## config.mk

```make
export PLATFORM = sky130hd
export DESIGN_NAME = ara_wdump_buffer
export DESIGN_NICKNAME = d
export VERILOG_FILES = /design/src/rtl/ara_wdump_buffer.sv
export SDC_FILE = /design/constraint.sdc
export NUM_CORES = 1
export LEC_CHECK = 0
export CELL_PAD_IN_SITES_DETAIL_PLACEMENT = 1
export CELL_PAD_IN_SITES_GLOBAL_PLACEMENT = 1
export CORE_MARGIN = 2
export CORE_UTILIZATION = 51
export CTS_BUF_LIST = sky130_fd_sc_hd__clkbuf_16
export DETAILED_ROUTE_END_ITERATION = 16
export PLACE_DENSITY_LB_ADDON = 0.1
export SETUP_SLACK_MARGIN = 0.15
export SLEW_MARGIN = 20
export SYNTH_ARGS = -nofsm -noshare
export SYNTH_HDL_FRONTEND = slang
export SYNTH_SLANG_ARGS = --single-unit
```

## constraint.sdc

```tcl
create_clock -name clk_i -period 10.51 [get_ports clk_i]
set_input_delay 1.051 -clock clk_i [delete_from_list [all_inputs] [get_ports clk_i]]
set_output_delay 1.051 -clock clk_i [all_outputs]
set_load 0.03 [all_outputs]
```

## src/rtl/ara_wdump_buffer.sv

```systemverilog
// ara_wdump_buffer
//   Passive tap on the VLSU AXI W channel. Beats that handshake while the dump
//   is enabled are queued in a small FIFO, then serialised one strobed byte per
//   cycle (lowest enabled byte lane first) to a byte consumer. Beats arriving
//   while the FIFO is full are dropped and counted.
// Ports
//   clk_i, rst_ni      : clock, asynchronous active-low reset
//   en_i               : dump enable (gates capture only, draining continues)
//   w_data_i/w_strb_i  : W data and strobe tap
//   w_valid_i/w_ready_i: observed W handshake (never driven by this block)
//   byte_o/byte_valid_o/byte_ready_i : byte stream to the consumer
//   bytes_cnt_o        : total bytes emitted (wraps)
//   drop_cnt_o         : beats dropped on overflow (saturates)
//   overflow_o         : sticky overflow flag
//   empty_o            : FIFO empty
module ara_wdump_buffer #(
  parameter int DataWidth = 256,
  parameter int BeWidth   = DataWidth / 8,
  parameter int Depth     = 4
) (
  input  logic                 clk_i,
  input  logic                 rst_ni,
  input  logic                 en_i,
  input  logic [DataWidth-1:0] w_data_i,
  input  logic [BeWidth-1:0]   w_strb_i,
  input  logic                 w_valid_i,
  input  logic                 w_ready_i,
  output logic [7:0]           byte_o,
  output logic                 byte_valid_o,
  input  logic                 byte_ready_i,
  output logic [31:0]          bytes_cnt_o,
  output logic [31:0]          drop_cnt_o,
  output logic                 overflow_o,
  output logic                 empty_o
);

  localparam int PtrW = $clog2(Depth);
  localparam int IdxW = $clog2(BeWidth);

  logic [DataWidth-1:0] data_q [Depth];
  logic [BeWidth-1:0]   strb_q [Depth];

  logic [PtrW:0]  wr_ptr_q, wr_ptr_d;
  logic [PtrW:0]  rd_ptr_q, rd_ptr_d;
  logic [31:0]    bytes_cnt_q, bytes_cnt_d;
  logic [31:0]    drop_cnt_q, drop_cnt_d;
  logic           overflow_q, overflow_d;

  logic [PtrW-1:0]      wr_idx, rd_idx;
  logic                 empty, full;
  logic                 capture, push, drop, consume, pop;
  logic [DataWidth-1:0] head_data;
  logic [BeWidth-1:0]   head_strb, head_strb_clr;
  logic [IdxW-1:0]      lsb_idx;

  assign wr_idx    = wr_ptr_q[PtrW-1:0];
  assign rd_idx    = rd_ptr_q[PtrW-1:0];
  assign empty     = (wr_ptr_q == rd_ptr_q);
  assign full      = (wr_ptr_q[PtrW] != rd_ptr_q[PtrW]) &&
                     (wr_ptr_q[PtrW-1:0] == rd_ptr_q[PtrW-1:0]);
  assign head_data = data_q[rd_idx];
  assign head_strb = strb_q[rd_idx];

  // Lowest set strobe bit of the head entry selects the next byte lane.
  always_comb begin
    lsb_idx = '0;
    for (int unsigned i = BeWidth; i > 0; i--) begin
      if (head_strb[i-1]) lsb_idx = IdxW'(i - 1);
    end
  end

  assign head_strb_clr = head_strb & ~(BeWidth'(1) << lsb_idx);

  // Fullness is judged on start-of-cycle occupancy, so a same-cycle pop
  // does not make room for a capture that arrives while full.
  assign capture = w_valid_i && w_ready_i && en_i && (w_strb_i != '0);
  assign push    = capture && !full;
  assign drop    = capture && full;
  assign consume = !empty && byte_ready_i;
  assign pop     = consume && (head_strb_clr == '0);

  always_comb begin
    wr_ptr_d    = wr_ptr_q;
    rd_ptr_d    = rd_ptr_q;
    bytes_cnt_d = bytes_cnt_q;
    drop_cnt_d  = drop_cnt_q;
    overflow_d  = overflow_q;
    if (push) wr_ptr_d = wr_ptr_q + (PtrW+1)'(1);
    if (pop)  rd_ptr_d = rd_ptr_q + (PtrW+1)'(1);
    if (consume) bytes_cnt_d = bytes_cnt_q + 32'd1;
    if (drop) begin
      overflow_d = 1'b1;
      if (drop_cnt_q != '1) drop_cnt_d = drop_cnt_q + 32'd1;
    end
  end

  always_ff @(posedge clk_i or negedge rst_ni) begin
    if (!rst_ni) begin
      wr_ptr_q    <= '0;
      rd_ptr_q    <= '0;
      bytes_cnt_q <= '0;
      drop_cnt_q  <= '0;
      overflow_q  <= 1'b0;
    end else begin
      wr_ptr_q    <= wr_ptr_d;
      rd_ptr_q    <= rd_ptr_d;
      bytes_cnt_q <= bytes_cnt_d;
      drop_cnt_q  <= drop_cnt_d;
      overflow_q  <= overflow_d;
    end
  end

  // Payload storage needs no reset: entries are only visible between the
  // pointers. Push and head update never alias, since wr_idx == rd_idx only
  // when empty (no consume) or full (no push).
  always_ff @(posedge clk_i) begin
    if (push) begin
      data_q[wr_idx] <= w_data_i;
      strb_q[wr_idx] <= w_strb_i;
    end
    if (consume && !pop) strb_q[rd_idx] <= head_strb_clr;
  end

  assign byte_valid_o = !empty;
  assign empty_o      = empty;
  assign byte_o       = empty ? 8'h00 : head_data[{lsb_idx, 3'b000} +: 8];
  assign bytes_cnt_o  = bytes_cnt_q;
  assign drop_cnt_o   = drop_cnt_q;
  assign overflow_o   = overflow_q;

endmodule

```

### After elaboration in Yosys (flattened, before gate mapping)

Memory sizes are Yosys's and may differ from the RTL's.
Cells that the tools add are included.

* flip-flop bits (word level): 71
* bits in latches: 0
* memory bits (writable): 1152
* memory bits (read-only): 0
* input port bits: 294
* word-level logic and storage cells: 71
* memories kept: 2

Memory list
* data_q: words 4, bits a word 256, read ports 1, clocked after memory_dff 0, wr ports 1, line 40 `logic [DataWidth-1:0] data_q [Depth];`
* strb_q: words 4, bits a word 32, read ports 1, clocked after memory_dff 0, wr ports 2, line 41 `logic [BeWidth-1:0] strb_q [Depth];`

* $add $sub $neg: 4
* multipliers: 0
* divide/modulo/power cells: 0
* order comparisons: 0
* equality and inequality tests: 4
* shift-type cells: 2
* muxes and demuxes: 37
* bitwise logic cells: 2
* reductions and logical operators: 15

Operators with widths (number)
* indexed part select 256 x 9 -> 8 bit: 1
* 2-to-1 mux 5 bit: 32
* adder 32 x 1 -> 32 bit, second input constant: 2
* AND 32 bit: 1
* logical NOT 32 bit: 1
* inequality test 32 bit, second input constant: 1
* inverter 32 bit: 1
* nonzero test 32 bit: 1
* left shift 1 x 5 -> 32 bit, first input constant: 1
* logical AND 1 bit: 9
* 2-to-1 mux 8 bit: 1
* adder 3 x 1 -> 3 bit, second input constant: 2
* 2-to-1 mux 1 bit: 4
* == test 3 bit: 1
* logical NOT 1 bit: 3
* == test 2 bit: 1
* AND reduction 2 bit: 1
* inequality test 1 bit: 1

### Depth between registers and ports, before layout

Gate-level depths: netlist (run 1).
An unclocked memory read counts as a cell.

* word-level depth: 42
* mapped depth: 17
* mapped depth without buffers: 11

### Worst setup path before layout (run 1)

No wires, ideal clock.

* path type: input to register
* start: input w_strb_i[1]
* end: memory strb_q[1][0] in the netlist's numbering (enable)
* library setup time: 0.390 ns
* data arrival time: 8.601 ns
* required time: 10.120 ns
* setup slack: 1.519 ns
* cell stages on the path: 6
* path buffers: 0
* cells stage by stage: nor4_1 -> nand4_1 -> o2111ai_1 -> nor2b_1 -> and2_1 -> or2_1

RTL lines
* start: declaration: line 25 `input logic [BeWidth-1:0] w_strb_i,`
* end: declaration: line 41

### Final worst setup path (run 1)

* start: register rd_ptr_q[0]
* end: output byte_o[6]

* word-level cells in the longest chain between the ends: 35
* elaborated cells on any way between the ends: 37

RTL lines
* start: declaration: line 44 `logic [PtrW:0] rd_ptr_q, rd_ptr_d;`
* start signal: assignment: line 106 `rd_ptr_q <= rd_ptr_d;`
* memory (4 x 32 bit)
* 2-to-1 mux 5 bit (32 in series): line 68 `if (head_strb[i-1]) lsb_idx = IdxW'(i - 1);`
* indexed part select 256 x 9 -> 8 bit: line 126 `assign byte_o = empty ? 8'h00 : head_data[{lsb_idx, 3'b000} +: 8];`
* 2-to-1 mux 8 bit (*): line 126
* end: declaration: line 28 `output logic [7:0] byte_o,`

Mark *: on every way between the ends. The rest lies on a longest branch, timed or not.

==> results by group, run 1 <==
Yosys
  – Syn Nets: 2781
  – Yosys reg bits: 1223
  – Synth Flop Type: edfxtp_1
  – Unique masters post-synth: 81
  – Synth area leader: edfxtp_1
  – Count leader, synth: edfxtp_1
  – Post-Syn Area: 49800 um^2
  – Synth top cells by count: edfxtp_1 (1152), mux4_2 (288), mux2_4 (112)
  – Post-synth EDFFs: 1152
  – Yosys Warn Count: 0
  – Syn Area/Cell: 20.1 um^2
  – Share of the synthesized area in the top cell type: 69.4%
  – Ys async rst share: 5.81%
  – Top cells by area, synth: edfxtp_1 (69%), mux4_2 (13%), dfrtp_1 (3.6%)
  – Sequential area share after synthesis: 73.0%
  – Synthesized instance count: 2477

Setup path
  – Most frequent CP cell: nor3_1
  – Worst path cell trace: mux4_2 -> nor4_1 -> o2111ai_1 -> o211ai_2 -> or2_2 -> buf_4 -> o22ai_1 -> nor3_1 -> nor3_1 -> a211oi_1 -> clkdlybuf4s50_1
  – CP delay by family, top: compound AO/OA/AOI/OAI gates
  – Crit-path max FO: 42
  – Type of origin of the critical path: flip-flop
  – FF-to-FF path depth: 12
  – Worst setup path end: byte_o[6]
  – Worst reg2reg path startpoint: rd_ptr_q[0]
  – Worst Path Required: 9.46 ns
  – CP max-delay cell: dfrtp_4
  – First element of the critical path: rd_ptr_q[0]
  – CP bufs+invs: 2
  – Crit path DAT: 7.55 ns
  – WP depth: 11
  – Slowest Stage Delay on Critical Path: 1.00 ns
  – Setup slack, reg-to-reg: 2.78 ns
  – Crit. End Element: primary output
  – Worst flop-to-flop path endpoint: strb_q[3][3]
  – Worst Setup Path Type: flip-flop to primary output

Routing
  – WL/cell: 31.4 um
  – Vias: 26700
  – Vias/cell: 6.23
  – Residual DRC count: 0
  – Aggregate routed wire length: 135000 um
  – First DRT Iteration DRCs: 2559
  – Post-route ant nets: 0
  – Drt pass-1 iters: 5

Clock tree
  – # resized after CTS: 0
  – Post-CTS setup buffers: 0
  – Clk buf depth: 3
  – CTS tree: done
  – Clk root buf: clkbuf_16
  – Hold buffers post-CTS: 0
  – Worst skew pair latency: 0.75 ns
  – Reg clk slew, reported paths: 0.06 ns
  – CTS H-tree lvls: 4
  – TritonCTS Buffers: 132
  – TritonCTS sink count: 1223

Power
  – Pwr dens: 204 nW/um^2
  – P_leak: 18.9 nW
  – Max VDD drop: 209 uV
  – Final Power: 12.0 mW

STA
  – Final Hold Fails: 0
  – Crit path time final: 8.61 ns
  – Worst Hold Slack: 0.475 ns
  – Max Clk Rate: 116 MHz
  – Fin Setup TNS: 0 ns
  – Slew HR: 22.2%
  – Final setup viols: 0
  – Unrepaired setup endpoints after global routing: no
  – Fin Clk Skew: 0.0194 ns
  – Slew @ Worst Pin: 1.17 ns
  – Final Max Tran Viols: 0
  – Final period util: 81.9%

Final layout
  – Syn-to-layout area delta: 18.5%
  – Final core utilization: 61.1%
  – Share of post-route cells with drive strength above 1: 22.3%
  – Multi-input logic area: 12900 um^2
  – Fill count: 8191
  – Nets: 3197
  – Register area: 36400 um^2

Placement
  – PortBufs: 368
  – GP Congestion: 0.868
  – DP HPWL: 85300 um

Floorplanning
  – Top Ports: 369
  – Die W: 317 um
  – Starting Density: 51.5%
  – # rows: 114
  – Core Footprint: 96700 um^2
  – Die H: 317 um
  – Die area: 100000 um^2

GRT
  – Largest net degree at the start of global routing: 153
  – GRT overflow: 0
  – Tot GR Track Use: 27.2%
  – Initial antenna violation count: 31
  – First-pass GRT wire length: 196000 um
  – Vias in the first global route: 28400

Status
  – Status: complete, no violations

Job
  – Max-cap violations: 0

Worst hold path
  – HP Class: flip-flop to flip-flop
per-stage QoR:
| step | instance area, um^2 | setup WS, ns | cells |
|---|---|---|---|
| global route | 59100 | 1.71 | 4277 |
| floorplan | 49800 | 1.52 | 2477 |
| finish | 59100 | 1.90 | 4281 |
| global placement | 54900 | 2.83 | 4035 |
| detailed placement | 54900 | 2.77 | 4035 |
| CTS | 59000 | 1.96 | 4270 |
state kept, by name (all words and copies together), names as in the netlist:
signal       cells
bytes_cnt_o     32
data_q        1024
drop_cnt_o      32
overflow_o       1
rd_ptr_q         3
strb_q         128
wr_ptr_q         3
metal layers:
layer  vias up  global-route usage [%]  share of wire [%]
met5         -                       0               0.14
met1     14200                    35.7                 39
met2       984                    45.9                 52
met4        30                    8.63                2.7
li1      11200                       -                  -
met3       247                    5.67                6.6
worst register-to-register path: cells and delay by family, from the launching register on:
family | cells | cell delay (ns)
AND/OR/NAND/NOR | 8 | 4.49
multiplexers | 1 | 0.77
flip-flops | 1 | 1.00
buffers and inverters | 1 | 0.38
AO/OA/AOI/OAI | 2 | 0.54
cell type report:
cell class	instances	area share (%)
flip-flops and latches	1223	61.6
multi-input cells	1119	21.8
repair buffers	403	6.80
clock buffers	138	5.85
well taps	1276	2.70
clock inverters	97	1.13
inverters	14	0.102
diodes	11	0.0466
cell usage in the layout, fill, tap and decap left out, drive strengths merged, types with 27 or more instances in the layout:
cell / Yosys / layout
o22ai: 44 / 44
nor2: 86 / 86
mux2: 127 / 127
buf: 55 / 36
dfrtp: 71 / 71
edfxtp: 1152 / 1152
o21ai: 48 / 48
nor3: 52 / 52
nand2: 78 / 78
mux4: 288 / 288
clkinv: 0 / 51
clkdlybuf4s50: 0 / 367
nand3: 31 / 31
xnor2: 53 / 53
clkbuf: 66 / 138
inv: 14 / 50
nand4: 27 / 27
worst min path at each step:
stage / start / end / slack, ns / depth (start not counted)
global route: bytes_cnt_o[31] / bytes_cnt_o[31] / 0.48 / 1
detailed placement: bytes_cnt_o[31] / bytes_cnt_o[31] / 0.47 / 1
CTS: bytes_cnt_o[31] / bytes_cnt_o[31] / 0.48 / 1
floorplan: rd_ptr_q[2] / rd_ptr_q[2] / 0.47 / 1
finish: bytes_cnt_o[31] / bytes_cnt_o[31] / 0.48 / 1
global placement: bytes_cnt_o[31] / bytes_cnt_o[31] / 0.46 / 1
power by group:
| part | total, mW | internal (mW) | leakage (nW) | switching, mW |
|---|---|---|---|---|
| logic | 1.82 | 0.615 | 5.36 | 1.21 |
| clock network | 4.45 | 2.55 | 2.12 | 1.90 |
| registers | 5.76 | 5.67 | 11.4 | 0.0949 |
| total | 12.0 | 8.83 | 18.9 | 3.20 |
logic make-up (layout without fill, tap and decap cells):
logic type	count (synthesis)	in the layout	share of synthesized area, %
and+or+nand+nor	374	374	3.83
buffers and inverters	135	652	1.30
DFF	1223	1223	73.0
AOI/OAI and AO/OA	246	246	3.62
xor gates and xnor gates	69	69	1.21
adders and majority gates	10	10	0.251
other	0	11	0
muxes	420	420	16.8
No activity file was read; power rests on OpenSTA's default activity.
==> run 2, diff against run 1 <==
Settings changed: CORE_UTILIZATION 51 to 46.
Clock period 10.51 ns to 7.85 ns, I/O delays scaled along.
==> results by group, run 2 (synthesis gave the netlist of run 1 again) <==
Status
  – Status: complete, no violations (unchanged)

Power
  – Clock group share of total power: 36.2% (was 37.0%)
  – Final Power: 15.9 mW (was 12.0 mW)
  – Net Sw Power: 4.20 mW (was 3.20 mW)
  – P_leak: 19.0 nW (was 18.9 nW)
  – Logic pwr share: 15.5% (was 15.1%)
  – Switching Share: 26.3% (was 26.6%)
  – Reg power frac: 48.3% (was 47.9%)
  – Max VDD drop: 205 uV (was 209 uV)
  – Pwr dens: 269 nW/um^2 (was 204 nW/um^2)
  – Power Internal: 11.7 mW (was 8.83 mW)

Clock tree
  – TritonCTS Buffers: 132 (unchanged)
  – TritonCTS sink count: 1223 (unchanged)
  – Hold buffers post-CTS: 0 (unchanged)
  – Worst skew pair latency: 0.73 ns (was 0.75 ns)
  – Clk buf depth: 3 (unchanged)
  – CTS H-tree lvls: 4 (unchanged)
  – CTS tree: done (unchanged)
  – Clk root buf: clkbuf_16 (unchanged)
  – Reg clk slew, reported paths: 0.06 ns (about the same)

Final layout
  – Biggest regs: data_q: 1024 flops, strb_q: 128 flops (unchanged)
  – Most frequent cells in the layout: edfxtp_1 (1152), clkdlybuf4s50_1 (366), mux4_2 (288), clkbuf_16 (137), mux2_4 (112) (was edfxtp_1 (1152), clkdlybuf4s50_1 (367), mux4_2 (288), clkbuf_16 (138), mux2_4 (112))
  – Largest register FFs: 1024 (unchanged)
  – Share of post-route cells with drive strength above 1: 22.7% (was 22.3%)
  – Syn-to-layout area delta: 19.0% (was 18.5%)
  – Reg with most FFs: data_q (unchanged)
  – Fill count: 9420 (was 8191)
  – Nets: 3224 (was 3197)
  – Final Instance Area: 59300 um^2 (was 59100 um^2)
  – Commonest non-fill, non-tap cell in the layout: edfxtp_1 (unchanged)

GRT
  – First-pass GRT wire length: 199000 um (was 196000 um)
  – GRT overflow: 0 (unchanged)
  – Largest net degree at the start of global routing: 103 (was 153)
  – Vias in the first global route: 28300 (was 28400)
  – Tot GR Track Use: 24.7% (was 27.2%)
  – Initial antenna violation count: 34 (was 31)

Placement
  – Area after DPL: 55300 um^2 (was 54900 um^2)
  – Worst slack, placed: 1.13 ns (was 2.77 ns)
  – PortBufs: 368 (unchanged)
  – GP Congestion: 0.919 (was 0.868)
  – DP HPWL: 88900 um (was 85300 um)

STA
  – Crit path time final: 7.36 ns
  – Final Hold Fails: 0 (unchanged)
  – Worst Hold Slack: 0.284 ns (was 0.475 ns)
  – Final setup viols: 0 (unchanged)
  – Slew @ Worst Pin: 1.10 ns (was 1.17 ns)
  – Final period util: 93.8%
  – Final Max Tran Viols: 0 (unchanged)
  – Setup ws final: 0.489 ns (was 1.90 ns)
  – Fin Clk Skew: 0.0165 ns (was 0.0194 ns)
  – Fin Setup TNS: 0 ns (unchanged)
  – Max Clk Rate: 136 MHz
  – Unrepaired setup endpoints after global routing: no (unchanged)
  – Slew HR: 26.4% (was 22.2%)

Setup path
  – Worst path cell trace: mux4_2 -> nor4_1 -> o2111ai_1 -> o21a_1 -> buf_4 -> or3_2 -> buf_4 -> o22ai_1 -> nor3_1 -> o311ai_0 -> a31oi_1 -> clkdlybuf4s50_1 (was mux4_2 -> nor4_1 -> o2111ai_1 -> o211ai_2 -> or2_2 -> buf_4 -> o22ai_1 -> nor3_1 -> nor3_1 -> a211oi_1 -> clkdlybuf4s50_1)
  – Slowest Stage Delay on Critical Path: 0.90 ns (was 1.00 ns)
  – Crit. End Element: primary output (unchanged)
  – CP delay by family, top: compound AO/OA/AOI/OAI gates (unchanged)
  – Crit path DAT: 6.58 ns (was 7.55 ns)
  – Worst reg2reg path startpoint: rd_ptr_q[1] (was rd_ptr_q[0])
  – Most frequent CP cell: buf_4 (was nor3_1)
  – CP bufs+invs: 3 (was 2)
  – CP max-delay cell: dfrtp_4 (unchanged)
  – Worst Setup Path Type: flip-flop to primary output (unchanged)
  – First element of the critical path: rd_ptr_q[1] (was rd_ptr_q[0])
  – Worst Path Required: 7.07 ns (was 9.46 ns)
  – Crit-path max FO: 45 (was 42)
  – Type of origin of the critical path: flip-flop (unchanged)

Routing
  – Residual DRC count: 0 (unchanged)
  – Vias/cell: 5.93 (was 6.23)
  – WL/cell: 30.5 um (was 31.4 um)
  – Drt pass-1 iters: 6 (was 5)
  – Vias: 26200 (was 26700)
  – Aggregate routed wire length: 135000 um (about the same)
  – First DRT Iteration DRCs: 2067 (was 2559)
  – Post-route ant nets: 0 (unchanged)

Floorplanning
  – Die area: 111000 um^2 (was 100000 um^2)
  – Top Ports: 369 (unchanged)
  – Starting Density: 46.5% (was 51.5%)
  – Core Footprint: 107000 um^2 (was 96700 um^2)
  – # rows: 120 (was 114)
  – Die H: 333 um (was 317 um)
  – Die W: 333 um (was 317 um)

Job
  – Max-cap violations: 0 (unchanged)

Worst hold path
  – HP Class: primary input to asynchronous set/reset pin (was flip-flop to flip-flop)
run 2: cell types whose count changed in the layout (fill, tap and decap cells not counted), moves of 5 or more:
cell	change
inv_1	+12
clkinv_1	-14
diode_2	-5
buf_4	+26
run 2: worst paths after layout:
kind                       slack [ns]  cells past startpoint              end
setup / recovery                 0.49                     12        byte_o[5]
hold / removal                   0.28                      2  bytes_cnt_o[31]
setup reg to reg                 1.40                     12    strb_q[3][23]
hold reg to reg                  0.46                      1       overflow_o
max in group asynchronous        6.88                      2      rd_ptr_q[1]
min in group clk_i               0.46                      1       overflow_o
run 2: power groups by stage:
stage          sequential [mW]  clock [mW]  combinational [mW]
5_1_grt                   7.73        6.13                2.62
6_report                  7.70        5.78                2.47
3_5_place_dp              7.84           0                2.46
2_1_floorplan             7.88           0                1.27
3_3_place_gp              7.81           0                2.41
4_1_cts                   7.71        5.92                2.47
run 2: worst register-to-register path, cell delays in order (launching register included):
cell	delay, ns
dfrtp_4	0.90
mux4_2	0.56
nor4_1	0.50
o2111ai_1	0.32
o21a_1	0.27
buf_4	0.20
or3_2	0.82
o22a_1	0.32
a2111oi_0	0.41
and4_1	0.60
a31oi_4	0.52
buf_4	0.45
mux2_4	0.33
run 2: repair_timing:
action / CTS / global route
resized for setup: 0 / 1
buffers inserted: 0 / 1
setup endpoints to repair: 0 / 2
run 2: metal layers:
layer	global-route usage, %	share of wire (%)	up-vias
met5	0	0.19	-
met1	31.5	39	14000
met2	42.7	52	791
met4	6.10	2.0	40
li1	-	-	11200
met3	5.77	6.4	229
run 2: layout make-up:
class | instances | area (um^2) | area share (%)
inverter | 14 | 60.1 | 0.101
antenna | 6 | 15.0 | 0.0253
clock buffer | 137 | 3430 | 5.78
clock inverter | 89 | 572 | 0.964
multi-input combinational | 1119 | 12900 | 21.7
sequential | 1223 | 36400 | 61.3
timing repair buffer | 430 | 4230 | 7.14
tap | 1403 | 1760 | 2.96
run 2: metrics by stage:
step / std cells / utilization, %
floorplan: 2477 / -
global placement: 4188 / 51.6
detailed placement: 4188 / 51.6
CTS: 4414 / 55.3
global route: 4419 / 55.3
finish: 4421 / 55.3
==> run 3, diff against run 2 <==
Settings changed: SKIP_CTS_REPAIR_TIMING from default to 1.
==> results of run 3 <==
Final layout, timing and power as in run 2 (identical DEF).
